$ cat config.mk
export PLATFORM = sky130hd
export DESIGN_NAME = obi_subordinate_mem_flat
export DESIGN_NICKNAME = d
export VERILOG_FILES = /design/src/rtl/obi_if.sv /design/src/rtl/obi_subordinate_mem.sv /design/src/flat_wrapper.sv
export SDC_FILE = /design/constraint.sdc
export NUM_CORES = 1
export LEC_CHECK = 0
export ABC_CLOCK_PERIOD_IN_PS = 4650
export CAP_MARGIN = 10
export CORE_AREA = 2 2 240 242
export CTS_CLUSTER_SIZE = 8
export DETAILED_ROUTE_END_ITERATION = 8
export DIE_AREA = 0 0 242 244
export HOLD_SLACK_MARGIN = 0.1
export PLACE_DENSITY = 0.67
export SLEW_MARGIN = 10
export SYNTH_ARGS = -nofsm -noshare
export SYNTH_HDL_FRONTEND = slang
export SYNTH_SLANG_ARGS = --single-unit
$ cat constraint.sdc
create_clock -name clk_i -period 4.65 [get_ports clk_i]
set_input_delay 0.465 -clock clk_i [delete_from_list [all_inputs] [get_ports clk_i]]
set_output_delay 0.465 -clock clk_i [all_outputs]
set_load 0.02 [all_outputs]
$ cat src/rtl/obi_if.sv
`timescale 1ns/1ps
`default_nettype none
// ============================================================================
// Module      : obi_if
// Description : OBI A-channel and R-channel bundle between a master and a
//               subordinate.
// Revision    : 1.0 - initial release
// ============================================================================
interface obi_if #(
  parameter int ADDR_WIDTH = 32,
  parameter int DATA_WIDTH = 32
);
  logic                      req;
  logic                      gnt;
  logic [ADDR_WIDTH-1:0]     addr;
  logic                      we;
  logic [DATA_WIDTH/8-1:0]   be;
  logic [DATA_WIDTH-1:0]     wdata;
  logic                      rvalid;
  logic                      rready;
  logic [DATA_WIDTH-1:0]     rdata;
  logic                      err;

  modport master (
    output req, addr, we, be, wdata, rready,
    input  gnt, rvalid, rdata, err
  );

  modport slave (
    input  req, addr, we, be, wdata, rready,
    output gnt, rvalid, rdata, err
  );
endinterface
`default_nettype wire

$ cat src/rtl/obi_subordinate_mem.sv
`timescale 1ns/1ps
`default_nettype none
// ============================================================================
// Module      : obi_subordinate_mem
// Description : OBI subordinate backed by a word-addressed register memory.
//               Programmable grant wait, byte-enabled writes, in-order
//               responses through a small response FIFO.
// Revision    : 1.0 - initial release
// ============================================================================
module obi_subordinate_mem #(
  parameter int                    ADDR_WIDTH     = 32,
  parameter int                    DATA_WIDTH     = 32,
  parameter int                    DEPTH          = 16,
  parameter logic [ADDR_WIDTH-1:0] BASE_ADDR      = '0,
  parameter int                    GNT_DELAY      = 0,
  parameter int                    RSP_FIFO_DEPTH = 2
) (
  input wire   clk_i,
  input wire   reset_ni,
  obi_if.slave obi
);

  localparam int c_BE_W  = DATA_WIDTH / 8;
  localparam int c_OFF_W = $clog2(c_BE_W);
  localparam int c_IDX_W = $clog2(DEPTH);
  localparam int c_CNT_W = $clog2(RSP_FIFO_DEPTH + 1);
  localparam int c_PTR_W = (RSP_FIFO_DEPTH > 1) ? $clog2(RSP_FIFO_DEPTH) : 1;

  // Parameter legality is enforced while elaborating.
  if (DATA_WIDTH != 32 && DATA_WIDTH != 64) begin : g_bad_data_width
    $fatal(1, "obi_subordinate_mem: DATA_WIDTH must be 32 or 64");
  end
  if (DEPTH < 2 || (DEPTH & (DEPTH - 1)) != 0) begin : g_bad_depth
    $fatal(1, "obi_subordinate_mem: DEPTH must be a power of two >= 2");
  end
  if ((BASE_ADDR % c_BE_W) != 0) begin : g_bad_base
    $fatal(1, "obi_subordinate_mem: BASE_ADDR must be word aligned");
  end
  if (GNT_DELAY < 0 || GNT_DELAY > 15) begin : g_bad_gnt_delay
    $fatal(1, "obi_subordinate_mem: GNT_DELAY must be 0..15");
  end
  if (RSP_FIFO_DEPTH < 1) begin : g_bad_fifo_depth
    $fatal(1, "obi_subordinate_mem: RSP_FIFO_DEPTH must be >= 1");
  end

  logic [DATA_WIDTH-1:0] r_mem [DEPTH];
  logic [3:0]            r_wait_cnt;
  logic [DATA_WIDTH-1:0] r_fifo_data [RSP_FIFO_DEPTH];
  logic                  r_fifo_err  [RSP_FIFO_DEPTH];
  logic [c_PTR_W-1:0]    r_wr_ptr;
  logic [c_PTR_W-1:0]    r_rd_ptr;
  logic [c_CNT_W-1:0]    r_fifo_cnt;
  logic [c_CNT_W-1:0]    w_cnt_nxt;
  logic                  r_rvalid;

  logic                  w_borrow;
  logic [ADDR_WIDTH-1:0] w_off;
  logic [ADDR_WIDTH-1:0] w_word;
  logic [c_IDX_W-1:0]    w_idx;
  logic                  w_err;
  logic                  w_gnt;
  logic                  w_hs;
  logic                  w_pop;
  logic [DATA_WIDTH-1:0] w_rd_data;

  function automatic logic [c_PTR_W-1:0] ptr_inc(input logic [c_PTR_W-1:0] p);
    if (p == c_PTR_W'(RSP_FIFO_DEPTH - 1)) return '0;
    return p + c_PTR_W'(1);
  endfunction

  // Address decode: a borrow out of the subtraction means addr < BASE_ADDR.
  assign {w_borrow, w_off} = {1'b0, obi.addr} - {1'b0, BASE_ADDR};
  assign w_word = w_off >> c_OFF_W;
  assign w_idx  = w_word[c_IDX_W-1:0];
  assign w_err  = w_borrow || (w_word >= ADDR_WIDTH'(DEPTH)) ||
                  (w_off[c_OFF_W-1:0] != '0);

  // Grant is held low throughout reset even when no wait is configured.
  assign w_gnt = reset_ni && obi.req && (r_wait_cnt == 4'(GNT_DELAY)) &&
                 (r_fifo_cnt < c_CNT_W'(RSP_FIFO_DEPTH));
  assign w_hs  = obi.req && w_gnt;
  assign w_pop = r_rvalid && obi.rready;

  assign w_rd_data = (w_err || obi.we) ? '0 : r_mem[w_idx];

  // Wait counter: counts ungranted request cycles, saturates at GNT_DELAY.
  always_ff @(posedge clk_i or negedge reset_ni) begin
    if (!reset_ni) begin
      r_wait_cnt <= '0;
    end else if (w_hs || !obi.req) begin
      r_wait_cnt <= '0;
    end else if (r_wait_cnt != 4'(GNT_DELAY)) begin
      r_wait_cnt <= r_wait_cnt + 4'd1;
    end
  end

  // Memory: byte-enabled write on an error-free write handshake.
  always_ff @(posedge clk_i or negedge reset_ni) begin
    if (!reset_ni) begin
      for (int i = 0; i < DEPTH; i++) r_mem[i] <= '0;
    end else if (w_hs && obi.we && !w_err) begin
      for (int b = 0; b < c_BE_W; b++) begin
        if (obi.be[b]) r_mem[w_idx][b*8 +: 8] <= obi.wdata[b*8 +: 8];
      end
    end
  end

  // Next occupancy: simultaneous push and pop cancel out.
  always_comb begin
    w_cnt_nxt = r_fifo_cnt;
    if (w_hs && !w_pop) begin
      w_cnt_nxt = r_fifo_cnt + c_CNT_W'(1);
    end else if (!w_hs && w_pop) begin
      w_cnt_nxt = r_fifo_cnt - c_CNT_W'(1);
    end
  end

  // Response FIFO control; rvalid is registered from the next occupancy.
  always_ff @(posedge clk_i or negedge reset_ni) begin
    if (!reset_ni) begin
      r_wr_ptr   <= '0;
      r_rd_ptr   <= '0;
      r_fifo_cnt <= '0;
      r_rvalid   <= 1'b0;
    end else begin
      if (w_hs)  r_wr_ptr <= ptr_inc(r_wr_ptr);
      if (w_pop) r_rd_ptr <= ptr_inc(r_rd_ptr);
      r_fifo_cnt <= w_cnt_nxt;
      r_rvalid   <= (w_cnt_nxt != '0);
    end
  end

  // Response FIFO storage; contents are only observed while rvalid is high.
  always_ff @(posedge clk_i) begin
    if (w_hs) begin
      r_fifo_data[r_wr_ptr] <= w_rd_data;
      r_fifo_err[r_wr_ptr]  <= w_err;
    end
  end

  assign obi.gnt    = w_gnt;
  assign obi.rvalid = r_rvalid;
  assign obi.rdata  = r_rvalid ? r_fifo_data[r_rd_ptr] : '0;
  assign obi.err    = r_rvalid && r_fifo_err[r_rd_ptr];

endmodule
`default_nettype wire

$ cat src/flat_wrapper.sv
// flat-port wrapper written by rule: the top's interface ports become plain ports
module obi_subordinate_mem_flat 
#(
  parameter int                    ADDR_WIDTH     = 32,
  parameter int                    DATA_WIDTH     = 32,
  parameter int                    DEPTH          = 16,
  parameter logic [ADDR_WIDTH-1:0] BASE_ADDR      = '0,
  parameter int                    GNT_DELAY      = 0,
  parameter int                    RSP_FIFO_DEPTH = 2
)
  (clk_i, reset_ni, obi_req, obi_addr, obi_we, obi_be, obi_wdata, obi_rready, obi_gnt, obi_rvalid, obi_rdata, obi_err);
  obi_if #(.ADDR_WIDTH(ADDR_WIDTH), .DATA_WIDTH(DATA_WIDTH)) obi_i ();
  input wire clk_i;
  input wire reset_ni;
  input wire logic [$bits(obi_i.req)-1:0] obi_req;
  input wire logic [$bits(obi_i.addr)-1:0] obi_addr;
  input wire logic [$bits(obi_i.we)-1:0] obi_we;
  input wire logic [$bits(obi_i.be)-1:0] obi_be;
  input wire logic [$bits(obi_i.wdata)-1:0] obi_wdata;
  input wire logic [$bits(obi_i.rready)-1:0] obi_rready;
  output wire logic [$bits(obi_i.gnt)-1:0] obi_gnt;
  output wire logic [$bits(obi_i.rvalid)-1:0] obi_rvalid;
  output wire logic [$bits(obi_i.rdata)-1:0] obi_rdata;
  output wire logic [$bits(obi_i.err)-1:0] obi_err;
  assign obi_i.req = obi_req;
  assign obi_i.addr = obi_addr;
  assign obi_i.we = obi_we;
  assign obi_i.be = obi_be;
  assign obi_i.wdata = obi_wdata;
  assign obi_i.rready = obi_rready;
  assign obi_gnt = obi_i.gnt;
  assign obi_rvalid = obi_i.rvalid;
  assign obi_rdata = obi_i.rdata;
  assign obi_err = obi_i.err;
  obi_subordinate_mem #(.ADDR_WIDTH(ADDR_WIDTH), .DATA_WIDTH(DATA_WIDTH), .DEPTH(DEPTH), .BASE_ADDR(BASE_ADDR), .GNT_DELAY(GNT_DELAY), .RSP_FIFO_DEPTH(RSP_FIFO_DEPTH)) u_core (.clk_i(clk_i), .reset_ni(reset_ni), .obi(obi_i));
endmodule
* After elaboration in Yosys (flattened, before gate mapping)
Memories as Yosys holds them, arrays and structs flattened.
Cells that the tools add are included.
** Word-level totals
- Memories :: 2
- Input port bits :: 73
- Output and inout bits :: 35
- Logic and storage cells :: 94
- RAM bits :: 66
- Register bits :: 521
** Operators by class
- Add/subtract/negate cells :: 5
- Magnitude comparators :: 4
- Bitwise operators :: 1
- Multiplexer cells :: 38
- Reductions and logical operators :: 23
** Memories
- u_core.r_fifo_data :: depth 2, width 32, rd ports 1, clocked after memory_dff 0, write ports 1, line obi_subordinate_mem.sv:48 : logic [DATA_WIDTH-1:0] r_fifo_data [RSP_FIFO_DEPTH];
- u_core.r_fifo_err :: depth 2, width 1, rd ports 1, clocked after memory_dff 0, write ports 1, line obi_subordinate_mem.sv:49 : logic r_fifo_err [RSP_FIFO_DEPTH];
** Operator list (count)
- 2-to-1 mux 512 bit :: 7
- bitwise mux 512 bit :: 4
- demux 32 bit (select 4 bit) :: 4
- 2-to-1 mux 32 bit :: 5
- binary-select mux 32 bit (select 4 bit) :: 1
- >= comparator 30 x 5 -> 1 bit, second input constant :: 1
- 2-to-1 mux 24 bit :: 1
- 2-to-1 mux 16 bit :: 1
- logical AND 1 bit :: 11
- 2-to-1 mux 1 bit :: 10
- 2-to-1 mux 4 bit :: 2
- 2-to-1 mux 8 bit :: 1
- nonzero test 2 bit :: 3
- >= comparator 5 bit, second input constant :: 1
- less-than comparator 5 x 1 -> 1 bit, second input constant :: 1
- inverter 4 -> 5 bit :: 1
- adder 4 x 1 -> 4 bit, second input constant :: 1
- zero test 1 bit :: 4
- zero test 4 bit :: 1
- 2-to-1 mux 2 bit :: 2
- nonzero test 4 bit :: 1
- logical OR 1 bit :: 3
- adder 1 bit, second input constant :: 2
- adder 2 x 1 -> 2 bit, second input constant :: 1
- other kinds (2) :: 2

* Longest topological paths before layout
- Depth after elaboration :: 16
- Depth in mapped cells :: 9
- Depth with buffers taken out :: 6

* Worst setup path before layout
No wires, ideal clock.
- Kind :: register to register
- Start point :: register u_core.r_wait_cnt[0]
- End point :: memory u_core.r_fifo_data[0][0], enable pin
- Setup time :: 0.423 ns
- Buffers on the path :: 2
- Required time :: 4.227 ns
- Stages on the path, launching flop included :: 8
- Arrival :: 2.928 ns
- Setup slack :: 1.299 ns
- Cell sequence :: dfrtp_1 inv_1 ha_1 nor3b_4 nand4b_1 buf_2 buf_1 nor2_1
** Between the ends
- Word-level cells in the longest chain between the ends :: 6
** Ends and longest elaborated chain
- start, declared :: line obi_subordinate_mem.sv:47 : logic [3:0] r_wait_cnt;
- start signal, assigned :: line obi_subordinate_mem.sv:93 : r_wait_cnt <= r_wait_cnt + 4'd1;
- zero test 4 bit :: line obi_subordinate_mem.sv:79 : assign w_gnt = reset_ni && obi.req && (r_wait_cnt == 4'(GNT_DELAY)) &&
- logical AND 1 bit (2 in a row) :: line obi_subordinate_mem.sv:79
- logical AND 1 bit :: line obi_subordinate_mem.sv:81 : assign w_hs = obi.req && w_gnt;
- 2-to-1 mux 1 bit :: line obi_subordinate_mem.sv:135 : if (w_hs) begin
- 2-to-1 mux 1 bit (implied by the code) :: line obi_subordinate_mem.sv:136 : r_fifo_data[r_wr_ptr] <= w_rd_data;
- end, declared :: line obi_subordinate_mem.sv:48
No other way between the ends.

* Worst setup path after layout
- Start point :: register u_core.r_wait_cnt[0]
- End point :: register u_core.r_mem[326] (netlist name)
** Between the ends
- Word-level cells in the longest chain between the ends :: 6
** Ends and longest elaborated chain
- zero test 4 bit :: line obi_subordinate_mem.sv:79
- logical AND 1 bit (2 in a row) :: line obi_subordinate_mem.sv:79
- logical AND 1 bit :: line obi_subordinate_mem.sv:81
- logical AND 1 bit (2 in a row) :: line obi_subordinate_mem.sv:101 : end else if (w_hs && obi.we && !w_err) begin
- end signal, assigned by index :: line obi_subordinate_mem.sv:103 : if (obi.be[b]) r_mem[w_idx][b*8 +: 8] <= obi.wdata[b*8 +: 8];
- end, declared :: line obi_subordinate_mem.sv:46 : logic [DATA_WIDTH-1:0] r_mem [DEPTH];
No other way between the ends.
A chain may end at the register's enable or synchronous reset.

==> impl_metrics.ini <==
[place]
dp.cells = 2481
port_buffers = 107
dpl.hpwl_mm = 38.4
post-place-ws_ns = 0.903
place_congestion = 0.757

[worst_setup_path]
worstSetupPathType = flip-flop to flip-flop
crit_required_ns = 5.13
rr_worst_depth = 7
startpoint_type = flip-flop
end_kind = flip-flop
r2r_start = u_core.r_wait_cnt[0]
cpPeakStageDelay_ns = 0.91
critPathArrivalTime_ns = 3.94
worstPathCellList = inv_1 > ha_1 > nor3b_4 > nand4b_1 > buf_12 > nor4_4 > mux2_2
worst_r2r_endpoint = u_core.r_mem[326]
cp_slowest_cell = nor4_4
critPathCapture = u_core.r_mem[326]
cp-startpoint = u_core.r_wait_cnt[0]
worstPathMaxFanout = 64
rrSetupSlack_ns = 1.19

[timing]
tns_ns = 0
final.period_utilization = 0.745
fin_crit_ns = 3.46
rsz0062_at_grt = no
layout_setup_ws_ns = 1.19
clock_skew_ns = 0.0331
finalSetupViolations = 0
tightest_slew_ns = 1.31
hold_violations = 0
max_freq_mhz = 289
final-max-slew-violation-count = 0
slew_headroom = 0.129
fin_hold_ws_ns = 0.333

[finish]
layout-drive-gt1-share = 0.451
fin_nets = 1886
area_growth_pct = 15.3
num_antenna_cells = 0
final_cells = 2595
fill_cells = 4522

[grt]
grt.total_usage = 0.218
grt_pass1_vias = 16700
grt_max_degree = 185
antenna_found_initial = 0
grt_overflow = 0
grt_pass1_wl_mm = 99.0

[clock_network]
clkTransAtPathRegs_ns = 0.05
htree_levels = 3
cts_tree = yes
root_buffer = clkbuf_16
cts-resized-gates = 0
numCtsBuffers = 83
clk_path_buf_depth = 3
cts.sinks = 587
clkLatencyLatePin_ns = 0.63

[synthesis]
ys.flop_type = dfrtp_1
synth_edf_count = 66
seq_area_frac_synth = 0.548
avgSynthCellArea_sq_um = 16.0
ys_async_sr_fraction = 0.888
ys_seq_elements = 587
synth_cell_types = 39
syn_area_sq_mm = 0.0274
syn_inst = 1709
synth_warnings = 0
synth_nets = 1784

[route]
wl_mm = 62.7
ant_nets = 0
drtPass1Iterations = 4
wl_per_cell_um = 24.1
avgViaCountPerCell = 5.91
vias = 15300
post-route-drc-count = 0
dr.first_iter.drc_count = 859

[pwr]
power_frac_seq = 0.435
clockPowerShare = 0.439
p_per_area_mw_per_mm2 = 394
swShare = 0.251
report.power.total_mw = 12.4
pwr-share-comb = 0.126
p_sw_mw = 3.13
leakage_nw = 14.6
ir_worst_vdd_mv = 0.240
internal_power_mw = 9.31

[floorplan]
die_h_um = 244
row_count = 87
coreArea_sq_mm = 0.0562
die_w_um = 242
io_pins = 108
start_util = 0.488
dieArea_sq_mm = 0.0590

[min_path]
hp-class = primary input to async pin

[run_status]
status = completed

[flow_run]
maxCapViolations = 0
## repair_timing
item / in CTS / in global routing
hold buffers: 1 / 0
setup buffers: 0 / 0
hold endpoints to repair: 29 / 0
## worst min-delay path by stage
| stage | from | endpoint | depth (start not counted) |
|---|---|---|---|
| after floorplan | reset_ni | u_core.obi.rvalid | 0 |
| after global placement | reset_ni | u_core.r_mem[444] | 1 |
| after detailed placement | reset_ni | u_core.r_mem[412] | 1 |
| after CTS | reset_ni | u_core.r_mem[413] | 2 |
| after global routing | reset_ni | u_core.r_mem[505] | 2 |
| final | reset_ni | u_core.r_mem[93] | 2 |
## state kept, by name (all words and copies together) (netlist names)
signal	flops
u_core.r_mem	512
u_core.r_wait_cnt	4
u_core.r_fifo_data	64
u_core.r_fifo_cnt	2
u_core.r_fifo_err	2
u_core.r_rd_ptr	1
u_core.obi.rvalid	1
u_core.r_wr_ptr	1
## stage by stage
step | util | instance area (sq um)
2_1_floorplan | - | 27400
6_report | 0.563 | 31600
3_3_place_gp | 0.521 | 29300
4_1_cts | 0.563 | 31600
3_5_place_dp | 0.521 | 29300
5_1_grt | 0.563 | 31600
## layout by cell type, fill, tap and decap left out, types with 6 or more instances in the layout
cell type,n
dfrtp_1,520
clkbuf_1,22
nor2b_1,33
nor4bb_1,6
mux4_2,128
nand2_1,67
buf_4,29
edfxtp_1,66
mux2_1,11
a22oi_1,64
nor4_4,56
mux2_2,501
a21oi_1,32
nor4_1,9
nor4_2,8
clkdlybuf4s50_1,104
xnor2_1,6
mux2i_1,34
clkbuf_16,86
## per-layer routing
| metal | GRT usage | vias up | part of all wire | wire length [um] |
|---|---|---|---|---|
| met1 | 0.301 | 8216 | 0.45 | 28300 |
| met5 | 0 | - | 0 | 0 |
| met2 | 0.352 | 334 | 0.48 | 30100 |
| met4 | 0.0694 | 0 | 0.022 | 1390 |
| met3 | 0.0407 | 94 | 0.045 | 2830 |
| li1 | - | 6691 | - | - |
## power groups by stage
| stage | Combinational, mW | Clock (mW) | Sequential (mW) |
|---|---|---|---|
| floorplan | 0.919 | 0 | 5.41 |
| global placement | 1.56 | 0 | 5.49 |
| detailed placement | 1.58 | 0 | 5.50 |
| CTS | 1.59 | 5.60 | 5.41 |
| global route | 1.68 | 5.83 | 5.42 |
| finish | 1.56 | 5.46 | 5.41 |
## logic make-up after synthesis
group | Yosys count | synth area share
buf+inv | 128 | 0.0194
flops | 587 | 0.548
mux | 674 | 0.328
fa+ha+maj | 2 | 0.000913
simple gates | 210 | 0.0761
compound gates | 100 | 0.0247
xor+xnor | 8 | 0.00256
## Yosys cell counts (3+ instances only)
cell type / n / area share
a21oi_1: 32 / 0.0058
a22oi_1: 64 / 0.018
and2_1: 6 / 0.0014
and4b_1: 4 / 0.0015
buf_1: 15 / 0.0021
buf_2: 25 / 0.0046
clkbuf_1: 82 / 0.011
dfrtp_1: 521 / 0.48
edfxtp_1: 66 / 0.072
inv_1: 3 / 0.00041
mux2_1: 11 / 0.0045
mux2_2: 501 / 0.21
mux2i_1: 34 / 0.012
mux4_2: 128 / 0.11
nand2_1: 67 / 0.0092
nor2_1: 6 / 0.00082
nor2b_1: 35 / 0.0080
nor4_1: 9 / 0.0021
nor4_2: 8 / 0.0037
nor4_4: 56 / 0.043
nor4b_1: 4 / 0.0013
nor4bb_1: 6 / 0.0022
xnor2_1: 6 / 0.0019
## cell type report
class / instances / area (sq um) / share of cell area
Inverter: 3 / 11.3 / 0.000356
Tap cell: 756 / 946 / 0.0299
Multi-Input combinational cell: 994 / 11900 / 0.376
Timing Repair Buffer: 142 / 1410 / 0.0446
Clock inverter: 5 / 87.6 / 0.00277
Sequential cell: 587 / 15000 / 0.475
Clock buffer: 108 / 2230 / 0.0707
## critical path: cells and delay by family (launching register included)
family	cells	cell delay [ns]
and+or+nand+nor	3	1.70
buffers and inverters	2	0.54
muxes	1	0.42
DFF	1	0.40
adders and majority gates	1	0.16
No activity file was read; power rests on OpenSTA's default activity.
